--- src/rtl/pwm_fade_ramp.sv ---
// pwm_fade_ramp: breathing duty-cycle sequencer feeding pwm_dynamic.
// Ramps the duty word up, holds high, ramps down, holds low, then stops or
// loops. Duty only changes on PWM frame boundaries, and every change is
// announced by a one-clock pwm_sync pulse.
// Optional build macro FADE_GAMMA_EN: squares the level for a perceptually
// smoother fade, adding one register stage to pwm_count and pwm_sync.
`timescale 1ns/1ps

module pwm_fade_ramp #(
  parameter int PERIOD      = 255,
  parameter int HOLD_FRAMES = 4
) (
  input  logic       clock,
  input  logic       reset,
  input  logic       start,
  input  logic       stop,
  input  logic       loop,
  input  logic [7:0] step,
  output logic [7:0] pwm_count,
  output logic       pwm_sync,
  output logic       busy,
  output logic       cycle_done
);

  typedef enum logic [2:0] {
    IDLE,
    RAMP_UP,
    HOLD_HIGH,
    RAMP_DOWN,
    HOLD_LOW
  } state_t;

  // A hold length of zero frames would never exit, so it is promoted to one.
  localparam int          HOLD_EFF   = (HOLD_FRAMES < 1) ? 1 : HOLD_FRAMES;
  localparam logic [15:0] FRAME_LAST = 16'(PERIOD - 1);
  localparam logic [15:0] HOLD_LAST  = 16'(HOLD_EFF - 1);

  state_t      r_state;
  logic [15:0] r_frameCnt;
  logic [15:0] r_holdCnt;
  logic [7:0]  r_level;
  logic        r_sync;
  logic        r_busy;
  logic        r_cycleDone;

  logic        w_tick;
  logic [7:0]  w_stepEff;
  logic [8:0]  w_upSum;
  logic [7:0]  w_upLevel;
  logic [7:0]  w_downLevel;

  // Frame boundary: last clock of the current PWM frame while sequencing.
  assign w_tick = (r_state != IDLE) && (r_frameCnt == FRAME_LAST);

  // A zero step would stall the ramp forever, so it behaves as one.
  assign w_stepEff = (step == 8'd0) ? 8'd1 : step;

  // Ramp-up uses a 9-bit sum so overflow saturates cleanly at full scale.
  assign w_upSum   = {1'b0, r_level} + {1'b0, w_stepEff};
  assign w_upLevel = w_upSum[8] ? 8'hFF : w_upSum[7:0];

  // Ramp-down floors at zero instead of wrapping on borrow.
  assign w_downLevel = (r_level > w_stepEff) ? (r_level - w_stepEff) : 8'd0;

  // Sequencer: frame counter, hold counter, duty level and registered strobes.
  always_ff @(posedge clock or posedge reset) begin
    if (reset) begin
      r_state     <= IDLE;
      r_frameCnt  <= 16'd0;
      r_holdCnt   <= 16'd0;
      r_level     <= 8'd0;
      r_sync      <= 1'b0;
      r_busy      <= 1'b0;
      r_cycleDone <= 1'b0;
    end else begin
      r_sync      <= 1'b0;
      r_cycleDone <= 1'b0;
      if (r_state == IDLE) begin
        r_frameCnt <= 16'd0;
        if (start && !stop) begin
          r_state   <= RAMP_UP;
          r_level   <= 8'd0;
          r_holdCnt <= 16'd0;
          r_busy    <= 1'b1;
          r_sync    <= 1'b1;
        end
      end else if (stop) begin
        r_state    <= IDLE;
        r_level    <= 8'd0;
        r_frameCnt <= 16'd0;
        r_holdCnt  <= 16'd0;
        r_sync     <= 1'b1;
        r_busy     <= 1'b0;
      end else begin
        r_frameCnt <= w_tick ? 16'd0 : (r_frameCnt + 16'd1);
        if (w_tick) begin
          r_sync <= 1'b1;
          case (r_state)
            RAMP_UP: begin
              r_level <= w_upLevel;
              if (w_upLevel == 8'hFF) begin
                r_state   <= HOLD_HIGH;
                r_holdCnt <= 16'd0;
              end
            end
            HOLD_HIGH: begin
              if (r_holdCnt == HOLD_LAST) begin
                r_state   <= RAMP_DOWN;
                r_holdCnt <= 16'd0;
              end else begin
                r_holdCnt <= r_holdCnt + 16'd1;
              end
            end
            RAMP_DOWN: begin
              r_level <= w_downLevel;
              if (w_downLevel == 8'd0) begin
                r_state   <= HOLD_LOW;
                r_holdCnt <= 16'd0;
              end
            end
            HOLD_LOW: begin
              if (r_holdCnt == HOLD_LAST) begin
                r_holdCnt <= 16'd0;
                if (loop) begin
                  r_state <= RAMP_UP;
                end else begin
                  r_state     <= IDLE;
                  r_busy      <= 1'b0;
                  r_cycleDone <= 1'b1;
                end
              end else begin
                r_holdCnt <= r_holdCnt + 16'd1;
              end
            end
            default: begin
              r_state <= IDLE;
              r_busy  <= 1'b0;
            end
          endcase
        end
      end
    end
  end

`ifdef FADE_GAMMA_EN
  logic [7:0] r_gammaCount;
  logic       r_syncDly;

  // Gamma stage: rounded-up square of the level, with the sync delayed to match.
  always_ff @(posedge clock or posedge reset) begin
    if (reset) begin
      r_gammaCount <= 8'd0;
      r_syncDly    <= 1'b0;
    end else begin
      r_gammaCount <= 8'((({8'd0, r_level} * {8'd0, r_level}) + 16'd255) >> 8);
      r_syncDly    <= r_sync;
    end
  end

  assign pwm_count = r_gammaCount;
  assign pwm_sync  = r_syncDly;
`else
  assign pwm_count = r_level;
  assign pwm_sync  = r_sync;
`endif

  assign busy       = r_busy;
  assign cycle_done = r_cycleDone;

endmodule

--- config.mk ---
export PLATFORM = sky130hd
export DESIGN_NAME = pwm_fade_ramp
export DESIGN_NICKNAME = d
export VERILOG_FILES = /design/src/rtl/pwm_fade_ramp.sv
export SDC_FILE = /design/constraint.sdc
export NUM_CORES = 1
export LEC_CHECK = 0
export CAP_MARGIN = 20
export CORE_UTILIZATION = 43
export CTS_BUF_LIST = sky130_fd_sc_hd__clkbuf_4 sky130_fd_sc_hd__clkbuf_8
export DETAILED_ROUTE_END_ITERATION = 10
export DONT_BUFFER_PORTS = 1
export GPL_TIMING_DRIVEN = 0
export MAX_ROUTING_LAYER = met4
export PLACE_DENSITY = 0.61
export SLEW_MARGIN = 20
export SYNTH_ARGS = -nofsm -noshare
export SYNTH_HDL_FRONTEND = slang
export SYNTH_SLANG_ARGS = --single-unit
export TNS_END_PERCENT = 5
--- constraint.sdc ---
create_clock -name clock -period 5.6 [get_ports clock]
set_input_delay 1.12 -clock clock [delete_from_list [all_inputs] [get_ports clock]]
set_output_delay 1.12 -clock clock [all_outputs]
set_load 0.01 [all_outputs]
## Word level (Yosys, flattened, before mapping)

Index checks and enable logic that the tools add are counted.

- Bits in registers: 46
- Word-level logic and storage cells: 88

- Add/subtract/negate cells: 4
- Order comparisons: 1
- Equality and inequality tests: 14
- Mux-type cells: 46
- Reduce and logical (&&, ||, !) cells: 16

Operator list:

| kind | number |
|---|---|
| $mux W16 | 10 |
| $mux W8 | 7 |
| $pmux W16 S3 | 1 |
| $add A16 B1 Y16 const B | 2 |
| $mux W3 | 8 |
| $ne A4 B4 Y1 const B | 5 |
| $mux W1 | 17 |
| $eq A16 B2 Y1 const B | 1 |
| $eq A16 B8 Y1 const B | 1 |
| $logic_not A8 Y1 | 2 |
| $pmux W8 S2 | 1 |
| $pmux W3 S4 | 1 |
| $reduce_and A5 Y1 | 2 |
| $add A8 B8 Y9 | 1 |
| $eq A8 B8 Y1 const B | 1 |
| $gt A8 B8 Y1 | 1 |
| $sub A8 B8 Y8 | 1 |
| $eq A3 B2 Y1 const B | 2 |
| $reduce_and A6 Y1 | 1 |
| $reduce_bool A3 Y1 | 2 |
| $reduce_bool A5 Y1 | 1 |
| $reduce_bool A4 Y1 | 1 |
| $eq A3 B1 Y1 const B | 1 |
| $eq A3 B3 Y1 const B | 1 |
| other kinds (9) | 10 |

## Longest topological paths before layout

Gate-level depths: netlist (run 1).

- Depth after elaboration: 10
- Depth in mapped cells: 13
- Depth with buffers taken out: 12

## Worst setup path after synthesis (run 1)

OpenSTA, ideal clock, no wires.

- Kind: input port to flip-flop
- From: input step[4]
- To: register r_state[2]
- Setup time: 0.125 ns
- Data arrival time: 4.153 ns
- Data required time: 5.475 ns
- Slack: 1.322 ns
- Cell stages on the path: 12
- Buffers on the path: 0
- Cell sequence: nor4_1 -> a41o_1 -> ha_1 -> inv_1 -> fa_1 -> o21bai_1 -> a211o_1 -> a311oi_1 -> or4_1 -> o31ai_1 -> o211ai_1 -> mux2_4

- Longest elaborated chain between the ends: 7
- Elaborated cells on any way between the ends: 12
- Those cells by class: add/sub (2); order compare (1); eq/ne (3); mux (3); reduce/logical (3)

RTL lines:

| element | RTL line | source |
|---|---|---|
| start: declaration | 18 | `input logic [7:0] step,` |
| $logic_not A8 Y1 | 56 | `assign w_stepEff = (step == 8'd0) ? 8'd1 : step;` |
| $mux W8 (*) | 56 |  |
| $add A8 B8 Y9, or another cell as far along | 59 | `assign w_upSum = {1'b0, r_level} + {1'b0, w_stepEff};` |
| $mux W8, on equally long branches | 60, 63 |  |
| $eq A8 B8 Y1 / $logic_not A8 Y1 (equally long branches) | 101, 116 |  |
| $ne A4 B4 Y1 (no line) | n/a |  |
| $reduce_and A6 Y1 (no line) (*) | n/a |  |
| end signal: assignment | 68 | `r_state <= IDLE;` |
| end signal: assignment | 102 | `r_state <= HOLD_HIGH;` |
| end signal: assignment | 108 | `r_state <= RAMP_DOWN;` |
| end: declaration | 38 | `state_t r_state;` |

Every way passes the cells marked *; elsewhere a longest branch is shown, timed or not.
A chain may end at the register's enable or synchronous reset.

## Worst setup path after layout (run 1)

Same ends and word-level chain as after synthesis.

==> impl_results.md, run 1 <==
* Status: finished, final reports clean
* DRC viols at 0
* Commonest cells after routing, fill and taps aside: dfrtp_1 (46), nor2_1 (37), inv_1 (27)
* Routed Antenna Nets at 0
* Initial antenna violation count at 0
* First-pass GRT wire length at ~13 mm
* Largest stage delay, worst path at approximately 0.66 ns
* Clk Latency, worst-skew pair at approximately 0.29 ns
* Routed length per instance at ~15 µm
* Min-delay worst type: reg -> reg
* H-tree level count at 2
* Finished Core Util at roughly half
* Slowest stage cell, crit path: o31ai_1
* WL met3 at a little over 300 µm
* GR Util All Layers at 19.6%
* TNS Setup at 0 ns
* Reg2reg setup slack at 1.95 ns
* Final min period at 4.70 ns
* Met2 Wirelength at roughly 3.4 mm
* Core area at approximately 0.0074 mm²
* Slew Limit Fails at 0
* DR pass1 iterations at 4
* Yosys top cell area share at between 30% and 40%
* Cell variety after synth at 63
* Slew margin rel. at between 40% and 50%
* CTS tree: done
* Max VDD drop at slightly below 0.2 mV
* Diodes inserted at 0
* Max-cap viol count at 0
* CTS Buf Count at 5
* Post-route cell area at around 0.0036 mm²
* Gate power share at 54.7%
* Final Cycle Share at 83.9%
* Final setup fails at 0
* Number of global-route vias before repair at 2696
* Largest net degree at the start of global routing at 25
* Final WL at between 7 and 8 mm
* Vias at 2746
* Seq pwr share at 30.6%
* Die width at about 90 µm
* Worst path required time at a little under 6 ns
* Cell Rows at 31
* Int Pwr at roughly 780 µW
* Synthesized Nets at 420
* Top delay family on crit path: compound AO/OA/AOI/OAI gates
* Clk slew on worst S/H paths at roughly 0.09 ns
* Commonest non-fill, non-tap cell in the layout: dfrtp_1
* CTS resizes at 0
* DP HPWL at between 5 and 6 mm
* Sequential share of the synthesized area at between 30% and 40%
* Top_reg_cell synth: dfrtp_1
* Synth area leaders: dfrtp_1 (34%), ha_1 (7.1%), nor2_1 (4.1%)
* Psw at between 600 and 700 µW
* Area grow syn2layout at 7.11%
* Die ar. at 0.00817 mm²
* Endpoints failing hold at 0
* Worst Skew at 0.00823 ns
* Crit-path cells: nor4_1 > a41o_1 > ha_1 > inv_1 > fa_1 > o21bai_1 > a211o_1 > a311oi_1 > or4_1 > o31ai_1 > o211ai_1 > mux2_4
* Initial DRC Count at between 150 and 200
* CP bufs+invs at 1
* Topmost layer with routed signal wires: met4
* Layout Nets at 428
* Vias per cell at 5.56
* Post-CTS setup repair buffer count at 0
* Chip height at about 90 µm
* Met1 Wirelength at about 3.8 mm
* Crit start category: input pin
* Arrival time worst endpoint at ~5 ns
* Congestion Overflow GR at 0
* Largest area contributor in the netlist: dfrtp_1
* Share of cells above drive strength 1 at around 6.3%
* Switching Fraction at a little under half
* Number of synthesized flops with an enable pin at 0
* Worst setup EP type: flop
* CTS root buf: clkbuf_8
* P_leak at ~1.5 nW
* Overall Power at 1.45 mW
* Placed Area at 0.00350 mm²
* RSZ-0062 raised after global routing: false
* Ports at 24
* Initial Util at 45.3%
* Clk sink count at 46
* PD cells at just over 400 mW/mm²
* Worst Max-Slew Pin Slew at around 0.75 ns
* WS Path Type: in -> reg
* Clk buf depth at 2
* Mapped Cells at 386
* Max frequency at roughly 0.21 GHz
* Fillers at between 700 and 800
* Clock power frac at ~15%
* Post-Syn Area at between 0.003 and 0.004 mm²
* YS warnings at 0
* Cts hold-fix bufs at 0
* Syn avg cell area at roughly 8.7 µm²
* Critical path peak fanout at 4
* GPL Wtd Cong at between 0.8 and 0.9
* Seq cells post-synth at between 40 and 50
* Ys async rst share at 100%
* PortBufs at 0
==> through the flow <==
stage | hold slack, ns | setup slack, ns | cells
after floorplan | 0.455 | 1.32 | 386
after global placement | 0.468 | 0.529 | 485
after detailed placement | 0.482 | 0.492 | 486
after CTS | 0.494 | 0.813 | 494
after global routing | 0.506 | 0.497 | 494
final | 0.489 | 0.902 | 494
==> worst register-to-register path, cell delays in order, from the launching register on <==
cell and delay, ns:
dfrtp_1 0.46, ha_1 0.18, inv_1 0.06, fa_1 0.40
o21bai_1 0.32, a211o_1 0.21, a311oi_1 0.13, or4_1 0.54
o31ai_1 0.66, o211ai_1 0.26, mux2_4 0.34
==> Yosys cell counts (2+ instances only) <==
| master | number |
|---|---|
| a2111oi_0 | 7 |
| a211oi_1 | 4 |
| a21o_1 | 9 |
| a21oi_1 | 22 |
| a221o_1 | 3 |
| a221oi_1 | 2 |
| a311oi_1 | 2 |
| a32o_1 | 3 |
| and2_1 | 3 |
| and3_1 | 4 |
| buf_2 | 3 |
| clkbuf_1 | 18 |
| dfrtp_1 | 46 |
| fa_1 | 2 |
| ha_1 | 19 |
| inv_1 | 28 |
| nand2_1 | 19 |
| nand2b_1 | 4 |
| nand3_1 | 18 |
| nand3b_1 | 3 |
| nand4_1 | 6 |
| nor2_1 | 37 |
| nor2b_1 | 5 |
| nor3_1 | 21 |
| nor3b_1 | 7 |
| nor4_1 | 4 |
| o21ai_0 | 14 |
| o22ai_1 | 2 |
| o2bb2ai_1 | 10 |
| o31ai_1 | 2 |
| or2_2 | 3 |
| or3_1 | 3 |
| or4_1 | 2 |
| or4_4 | 2 |
| xnor2_1 | 13 |
| xor2_1 | 9 |
==> per-layer routing <==
layer	vias up	GRT usage, %
met4	0	3.90
met3	6	3.45
met5	-	-
met2	44	30.5
met1	1282	26.8
li1	1414	-
==> area by class of cell <==
type	instances	area, µm²	area share (%)
Clock inverter	1	5.00	0.139
Sequential cell	46	1150	32.0
Clock buffer	7	90.1	2.50
Timing Repair Buffer	1	20.0	0.556
Tap cell	99	124	3.44
Inverter	28	105	2.92
Buffer	22	86.3	2.40
Multi-Input combinational cell	290	2020	56.0
==> worst paths after layout <==
path	startpoint	to	cells past startpoint
worst min register to register	r_frameCnt[0]	r_frameCnt[0]	1
worst min-delay path	r_frameCnt[0]	r_frameCnt[0]	1
min in group asynchronous	reset	r_frameCnt[8]	1
max in group asynchronous	reset	r_holdCnt[7]	2
worst max register to register	pwm_count[0]	r_state[2]	10
worst max-delay path	step[4]	r_state[2]	12
==> logic make-up (layout without fill, tap and decap cells) <==
family          count (synthesis)  in the layout  share of synthesized area [%]
buf+inv                        50             59                           5.70
flops                          46             46                           34.3
xor+xnor                       22             22                           5.74
fa+ha+maj                      21             21                           8.27
simple gates                  148            148                           23.6
compound gates                 95             95                           21.0
mux                             4              4                           1.42
==> power by group through the flow <==
stage               logic [mW]  clock network, mW  registers [mW]
finish                   0.793              0.213           0.444
global placement         0.775                  0           0.452
CTS                      0.789              0.223           0.446
global route             0.890              0.233           0.452
floorplan                0.613                  0           0.436
detailed placement       0.786                  0           0.453
==> registers in the layout, summed over array words and instances (netlist names) <==
| register | flops |
|---|---|
| busy | 1 |
| pwm_sync | 1 |
| pwm_count | 8 |
| r_state | 3 |
| cycle_done | 1 |
| r_frameCnt | 16 |
| r_holdCnt | 16 |
(Power assumes the default switching activity.)
==> inputs of run 2 (changes only) <==
--- a/config.mk
+++ b/config.mk
@@ -12,7 +12,7 @@
 export DONT_BUFFER_PORTS = 1
 export GPL_TIMING_DRIVEN = 0
 export MAX_ROUTING_LAYER = met4
-export PLACE_DENSITY = 0.61
+export PLACE_DENSITY = 0.63
 export SLEW_MARGIN = 20
 export SYNTH_ARGS = -nofsm -noshare
 export SYNTH_HDL_FRONTEND = slang
==> constraint.sdc (replaced) <==
create_clock -name clock -period 4.3 [get_ports clock]
set_input_delay 0.86 -clock clock [delete_from_list [all_inputs] [get_ports clock]]
set_output_delay 0.86 -clock clock [all_outputs]
set_load 0.01 [all_outputs]
==> impl_results.md, run 2 (synthesis gave the netlist of run 1 again) <==
* Core area at about 0.0074 mm²
* Cell Rows at 31
* Slowest stage cell, crit path: or4_1
* Final setup fails at 0
* Slew margin rel. at between 40% and 50%
* Post-route cell area at roughly 0.0036 mm²
* Critical path peak fanout at 4
* Routed length per instance at ~15 µm
* Ports at 24
* Initial DRC Count at ~150
* CP bufs+invs at 1
* Congestion Overflow GR at 0
* Overall Power at about 1.9 mW
* R2R Path End: r_state[2]
* Min-delay worst type: in -> async
* Initial Util at a little under half
* Worst setup EP type: flop
* Worst Skew at 0.00674 ns
* Clk Latency, worst-skew pair at between 0.2 and 0.3 ns
* Switching Fraction at 46.8%
* DP HPWL at 5.67 mm
* Max VDD drop at 0.223 mV
* Number of global-route vias before repair at approximately 2700
* Non-Filler Instances at 493
* Worst path required time at 4.48 ns
* First-pass GRT wire length at ~13 mm
* Crit-path cells: nor4_2 > a41o_1 > ha_1 > inv_1 > fa_1 > o21bai_1 > a211o_1 > a311oi_1 > or4_1 > o31ai_4 > o211ai_1 > mux2_4
* Met1 Use GR at 26.6%
* P_leak at about 1.5 nW
* Commonest cells after routing, fill and taps aside: dfrtp_1 (46), nor2_1 (37), inv_1 (27)
* GRT Max-Usage Layer: met2
* Die width at about 90 µm
* Initial antenna violation count at 0
* Layout Nets at roughly 430
* Vias at ~2800
* GR Util All Layers at 19.5%
* PD cells at 522 mW/mm²
* CTS tree: done
* Seq pwr share at between 30 and 40%
* Max-cap viol count at 0
* Chip height at roughly 90 µm
* Gate power share at a little under three fifths
* Area grow syn2layout at 7.60%
* DR pass1 iterations at 4
* Int Pwr at about 1 mW
* Largest net degree at the start of global routing at 25
* DRC viols at 0
* GPL Wtd Cong at around 0.87
* Reg2reg setup slack at just under 0.9 ns
* GRT met3 Usage at under 10%
* Placed Area at 0.00351 mm²
* Top delay family on crit path: compound AO/OA/AOI/OAI gates
* Max frequency at around 0.24 GHz
* Die ar. at about 0.008 mm²
* Final min period at about 4 ns
* Clk buf depth at 2
* Clk slew on worst S/H paths at about 0.080 ns
* Endpoints failing hold at 0
* Worst Max-Slew Pin Slew at about 0.75 ns
* Vias per cell at about 5.7
* CTS root buf: clkbuf_8
* Largest stage delay, worst path at ~0.6 ns
* Arrival time worst endpoint at 4.27 ns
* PortBufs at 0
* Crit start category: input pin
* Share of cells above drive strength 1 at under 10%
* Psw at 883 µW
* CTS Buf Count at 5
* Status: finished, final reports clean
* H-tree level count at 2
* RSZ-0062 raised after global routing: false
* Final WL at between 7 and 8 mm
* Commonest non-fill, non-tap cell in the layout: dfrtp_1
* Slew Limit Fails at 0
* Diodes inserted at 0
* Clock power frac at between 10% and 20%
* Post-Place Cells at 486
* Routed Antenna Nets at 0
* Final Cycle Share at a little over nine tenths
* Reg2reg start: pwm_count[0]
* Clk sink count at 46
* Post-CTS setup repair buffer count at 0
* WS Path Type: in -> reg
* Met2 usage at 31.0%
* R2R depth at 11
run 2: what timing repair did:
action	4_1_cts	5_1_grt
pin swaps	0	0
resized for setup	1	2
hold buffers	0	0
endpoints found under the setup margin	17	17
run 2: worst max path at each step:
stage / start / endpoint / slack (ns) / depth (start not counted)
after CTS: step[4] / r_state[2] / 0.06 / 12
after global routing: step[4] / r_state[2] / 0.04 / 12
final: step[4] / r_state[2] / 0.20 / 12
after detailed placement: step[4] / r_state[2] / -0.48 / 12
after floorplan: step[4] / r_state[2] / 0.28 / 12
after global placement: step[4] / r_state[2] / -0.45 / 12
run 2: per-stage QoR:
step | hold WS (ns) | utilization [%] | setup TNS [ns] | setup slack, ns
6_report | 0.485 | 48.8 | 0 | 0.204
5_1_grt | 0.514 | 48.8 | 0 | 0.0441
4_1_cts | 0.488 | 48.6 | 0 | 0.0571
3_5_place_dp | 0.478 | 47.4 | -7.44 | -0.478
3_3_place_gp | 0.468 | 47.0 | -6.92 | -0.454
2_1_floorplan | 0.455 | - | 0 | 0.282
run 2: per-layer routing:
metal | routed length, µm | part of all wire, %
met4 | 25 | 0.33
met2 | 3430 | 46
met5 | 0 | 0
met1 | 3710 | 50
met3 | 322 | 4.3
run 2: final cells by class:
| type | instances | area [µm²] |
|---|---|---|
| Fill cell | 732 | 3790 |
| Multi-Input combinational cell | 290 | 2040 |
| Sequential cell | 46 | 1150 |
| Tap cell | 99 | 124 |
| Inverter | 28 | 105 |
| Buffer | 22 | 86.3 |
| Clock buffer | 7 | 83.8 |
| Timing Repair Buffer | 1 | 27.5 |
run 2: power by group through the flow:
stage / Sequential (mW) / Combinational, mW / Clock [mW]
floorplan: 0.568 / 0.799 / 0
global placement: 0.589 / 1.00 / 0
CTS: 0.583 / 1.03 / 0.269
global route: 0.591 / 1.16 / 0.289
finish: 0.580 / 1.05 / 0.260
detailed placement: 0.593 / 1.02 / 0
==> inputs of run 3 (changes only) <==
--- a/config.mk
+++ b/config.mk
@@ -6,6 +6,7 @@
 export NUM_CORES = 1
 export LEC_CHECK = 0
 export CAP_MARGIN = 20
+export CORE_MARGIN = 2
 export CORE_UTILIZATION = 43
 export CTS_BUF_LIST = sky130_fd_sc_hd__clkbuf_4 sky130_fd_sc_hd__clkbuf_8
 export DETAILED_ROUTE_END_ITERATION = 10
==> impl_results.md, run 3 (synthesis gave the netlist of run 1 again) <==
* Clock power frac at between 15 and 20%
* Initial Util at a little over two fifths
* Core area at 0.00765 mm²
* Diodes inserted at 0
* Final WL at about 7.5 mm
* Routed Antenna Nets at 0
* Critical path peak fanout at 4
* Slew margin rel. at around 53%
* Worst setup margin at around 0.13 ns
* Crit start category: input pin
* CTS Buf Count at 5
* GR Util All Layers at 19.2%
* Clk buf depth at 2
* DR pass1 iterations at 4
* Seq pwr share at 30.2%
* Final min period at ~4.2 ns
* R2R depth at 10
* Switching Fraction at a little under half
* Worst Max-Slew Pin Slew at 0.691 ns
* Routed length per instance at 15.1 µm
* Ports at 24
* Die width at 92.4 µm
* CTS tree: done
* Worst slack, placed at -0.526 ns
* Gate power share at a little over half
* Chip height at slightly above 90 µm
* Overall Power at between 1.5 and 2 mW
* Cell Rows at 32
* GPL Wtd Cong at approximately 0.84
* Max-cap viol count at 0
* Max VDD drop at approximately 0.25 mV
* Clk sink count at between 40 and 50
* Endpoints failing hold at 0
* P_leak at 1.55 nW
* Min-Delay Path Depth at 1
* PortBufs at 0
* Final setup fails at 0
* Number of global-route vias before repair at 2649
* Initial DRC Count at 184
* First-pass GRT wire length at approximately 13 mm
* Worst Skew at 0.00671 ns
* DP HPWL at approximately 5.7 mm
* Final Cycle Share at 96.9%
* Vias per cell at 5.60
* Share of cells above drive strength 1 at 6.84%
* Min-delay worst type: reg -> reg
* Cts hold-fix bufs at 0
* Int Pwr at 1.04 mW
* Psw at 885 µW
* Status: finished, final reports clean
* WS Path Type: in -> reg
* Congestion Overflow GR at 0
* Commonest non-fill, non-tap cell in the layout: dfrtp_1
* CTS root buf: clkbuf_8
* Clk Latency, worst-skew pair at between 0.2 and 0.3 ns
* PD cells at ~530 mW/mm²
* Max frequency at 0.240 GHz
* Commonest cells after routing, fill and taps aside: dfrtp_1 (46), nor2_1 (37), inv_1 (27)
* Layout Nets at between 400 and 500
* DRC viols at 0
* H-tree level count at 2
* Worst path required time at between 4 and 5 ns
* Post-CTS setup repair buffer count at 0
* Initial antenna violation count at 0
* Area grow syn2layout at 8.49%
* RSZ-0062 raised after global routing: false
* Worst setup EP type: flop
* Arrival time worst endpoint at 4.35 ns
* Largest net degree at the start of global routing at 26
* Die ar. at roughly 0.0085 mm²
* Slew Limit Fails at 0
* Clk slew on worst S/H paths at about 0.080 ns
* Vias at around 2800
## run 3: cell count changes in the layout (fill, tap and decap cells not counted)
| cell | change |
|---|---|
| clkbuf_4 | -2 |
| clkbuf_8 | +3 |
## run 3: path summary, 6_finish.rpt
path | end | slack, ns | start
max in group asynchronous | pwm_count[0] | 3.29 | reset
worst min-delay path | r_frameCnt[0] | 0.49 | r_frameCnt[0]
worst min register to register | r_frameCnt[0] | 0.49 | r_frameCnt[0]
worst max register to register | r_state[2] | 0.88 | pwm_count[0]
min in group asynchronous | cycle_done | 0.50 | reset
worst max-delay path | r_state[2] | 0.13 | step[4]
## run 3: critical path, cell delays in order
cell and delay [ns]:
nor4_2 0.41, a41o_1 0.27, ha_1 0.15, inv_1 0.06
fa_1 0.41, o21bai_1 0.32, a211o_1 0.21, a311oi_1 0.15
or4_1 0.61, o31ai_4 0.36, o211ai_1 0.20, mux2_4 0.34
## run 3: timing repair
item	CTS	global route
resized for setup	2	1
endpoints found under the setup margin	17	14
pin swaps	0	0
## run 3: power groups by stage
| stage | registers (mW) | clock network [mW] | logic [mW] |
|---|---|---|---|
| 2_1_floorplan | 0.568 | 0 | 0.799 |
| 3_3_place_gp | 0.589 | 0 | 1.01 |
| 3_5_place_dp | 0.593 | 0 | 1.02 |
| 4_1_cts | 0.583 | 0.310 | 1.04 |
| 5_1_grt | 0.594 | 0.325 | 1.17 |
| 6_report | 0.582 | 0.301 | 1.04 |
## run 3: through the flow
stage	utilization, %	area [µm²]	setup TNS, ns	hold WS [ns]	instances
CTS	47.6	3640	0	0.499	497
floorplan	-	3360	0	0.455	386
finish	47.7	3640	0	0.488	497
detailed placement	46.0	3510	-8.11	0.488	489
global placement	45.6	3490	-7.05	0.467	488
global route	47.7	3640	0	0.529	497
## run 3: cell type report
type	instances	area [µm²]
buffer	22	86.3
clock buffer	8	110
fill	746	4000
inverter	28	105
multi-input combinational	290	2040
sequential	46	1150
tap	102	128
timing repair buffer	1	27.5
## run 3: routing by layer
metal | vias to the layer above | global-route usage, % | wire length, µm | share of wire (%)
li1 | 1415 | - | - | -
met1 | 1329 | 26.6 | 3740 | 50
met2 | 36 | 29.9 | 3430 | 46
met3 | 5 | 3.74 | 291 | 3.9
met4 | 0 | 3.36 | 48 | 0.64
met5 | - | - | 0 | 0
==> edit (settings of run 3) <==
One comparison of `r_holdCnt` changes from == to >=.
--- a/src/rtl/pwm_fade_ramp.sv
+++ b/src/rtl/pwm_fade_ramp.sv
@@ -105,5 +105,5 @@
             end
             HOLD_HIGH: begin
-              if (r_holdCnt == HOLD_LAST) begin
+              if (r_holdCnt >= HOLD_LAST) begin
                 r_state   <= RAMP_DOWN;
                 r_holdCnt <= 16'd0;
Function: no difference found for any inputs over 10 cycles, from zero or initial values and one cycle with reset high; that may be too few to reach the edited logic, so the function may still have changed.
==> edit against run 3 <==
- area after synthesis decreased by 1.5%
- setup slack better by 11 ps
- routed wire length rose by 1.5%
- final area shrank 1.7%
- sequential cell count unchanged
- critical path type unchanged
- critical endpoint is now r_holdCnt[3]
- largest cell class unchanged
- highest routed layer unchanged
Power is not compared: it rests on default switching activity, and its combinational part moved more than twofold at a synthesized area within 25%.
==> edit: results (changes against run 3) <==
Outcome
Status: finished, final reports clean (unchanged).

Synthesis
The net count after synthesis came to 436 (was 420). The part of the Yosys area used for sequential elements was 34.77% (was 34.26%). Synth cell count leaders: 46 x dfrtp_1, 37 x inv_1, 36 x nor2_1 (was 46 x dfrtp_1, 37 x nor2_1, 28 x inv_1). The mean area per synthesized cell came to 8.236 um^2 (was 8.703 um^2). The share of flip-flops with an asynchronous set or reset after synthesis is 100.0% (unchanged). The count of unique library cells instantiated by Yosys came to 53 (was 63). Most area-consuming cells after synthesis: dfrtp_1 35%, ha_1 7.2%, o21ai_0 4.2% (was dfrtp_1 34%, ha_1 7.1%, nor2_1 4.1%).

Finish
The number of fill cells in the layout was 725 (was 746). The fraction of final layout cells with drive strength greater than 1 is 7.299% (was 6.835%).

Setup path
The largest fanout on the critical path came to 10 (was 4). The arrival time at the worst endpoint is 4310 ps (was 4350 ps). The slowest cell on the critical path is fa_1 (was or4_1). The delay of the slowest cell on the worst path is 420 ps (was 610 ps).

Clocking
The H-tree depth reported by CTS is 2 (unchanged). The clock latency at the later pin of the worst-skew pair was 290 ps (about the same).

Drt
The number of remaining DRC errors is 0 (unchanged). The wire length on met1 is 3.534 mm (was 3.744 mm). The average routed wire per standard cell is 14.95 um (was 15.12 um). The detailed router's first-iteration violation count is 149 (was 184). The uppermost layer routed was met4 (unchanged).

The overall via count from detail_route is 2868 (was 2785). The wire length on met3 is 306 um (was 291 um). The post-detailed-route via-to-cell ratio is 5.624 (was 5.604).

Timing
The relative slew slack is 49.00% (was 53.18%). The final clock skew is 6.946 ps (was 6.709 ps).

GRT
The global-route met1 utilization came to 25.07% (was 26.58%). The total global-route track usage is 19.73% (was 19.20%). The global routing met2 resource utilization came to 32.48% (was 29.87%). The largest net degree at the start of global routing was 27 (was 26). The wire length of the first global-routing pass was 13.37 mm (was 13.01 mm). The routing usage on met3 is 3.698% (was 3.743%).

Place
The weighted congestion reported at the end of routability-driven placement is 0.8812 (was 0.8354). The number of instances in the placed design is 502 (was 489). The half-perimeter wire length after detailed placement is 5.658 mm (was 5.711 mm).

The cell area after placement is 0.003455 mm^2 (was 0.003515 mm^2).

Worst hold path
The class of the tightest hold or removal check was in2async (was reg2reg).

Power and ir drop
The register share of total power is 48.2%. Summed over all cells, the static leakage comes to between 1.5 and 2 nW.
## edit: cell families (layout without fill, tap and decap cells)
kind of cell	count (synthesis)	after routing	share of synthesized area, %
simple gates	154	154	24.94
compound gates	99	99	18.44
buf+inv	56	65	6.576
flops	46	46	34.77
xor+xnor	26	26	6.878
fa+ha+maj	21	21	8.390
## edit: metrics by stage
step	power [mW]	worst slack [ps]	utilization [%]
2_1_floorplan	0.6367	385.5	-
6_report	0.9715	142.6	48.62
3_3_place_gp	0.6921	-566.3	46.60
3_5_place_dp	0.6949	-591.0	46.88
5_1_grt	1.032	-22.54	48.62
4_1_cts	0.9778	87.49	48.35
## edit: critical path: cells and delay by family
kind | cells | cell delay, ps
compound gates | 4 | 960
xor+xnor | 1 | 170
fa+ha+maj | 2 | 590
buf+inv | 2 | 300
simple gates | 5 | 1410
## edit: path summary, 6_finish.rpt
kind / to / cells past startpoint / startpoint / slack [ps]
min in group clock: r_frameCnt[0] / 1 / r_frameCnt[0] / 500
hold reg to reg: r_frameCnt[0] / 1 / r_frameCnt[0] / 500
setup reg to reg: r_holdCnt[3] / 13 / pwm_count[0] / 820
max in group asynchronous: r_holdCnt[1] / 2 / reset / 3350
hold / removal: r_frameCnt[10] / 1 / reset / 450
setup / recovery: r_holdCnt[3] / 14 / step[4] / 140
## edit: cell type report
| class | count | area (um^2) | share of cell area (%) |
|---|---|---|---|
| Multi-Input combinational cell | 300 | 1976 | 55.13 |
| Inverter | 37 | 138.9 | 3.876 |
| Clock buffer | 7 | 90.09 | 2.514 |
| Timing Repair Buffer | 1 | 20.02 | 0.5587 |
| Buffer | 19 | 78.83 | 2.200 |
| Sequential cell | 46 | 1151 | 32.12 |
| Clock inverter | 1 | 5.005 | 0.1397 |
| Tap cell | 99 | 123.9 | 3.457 |
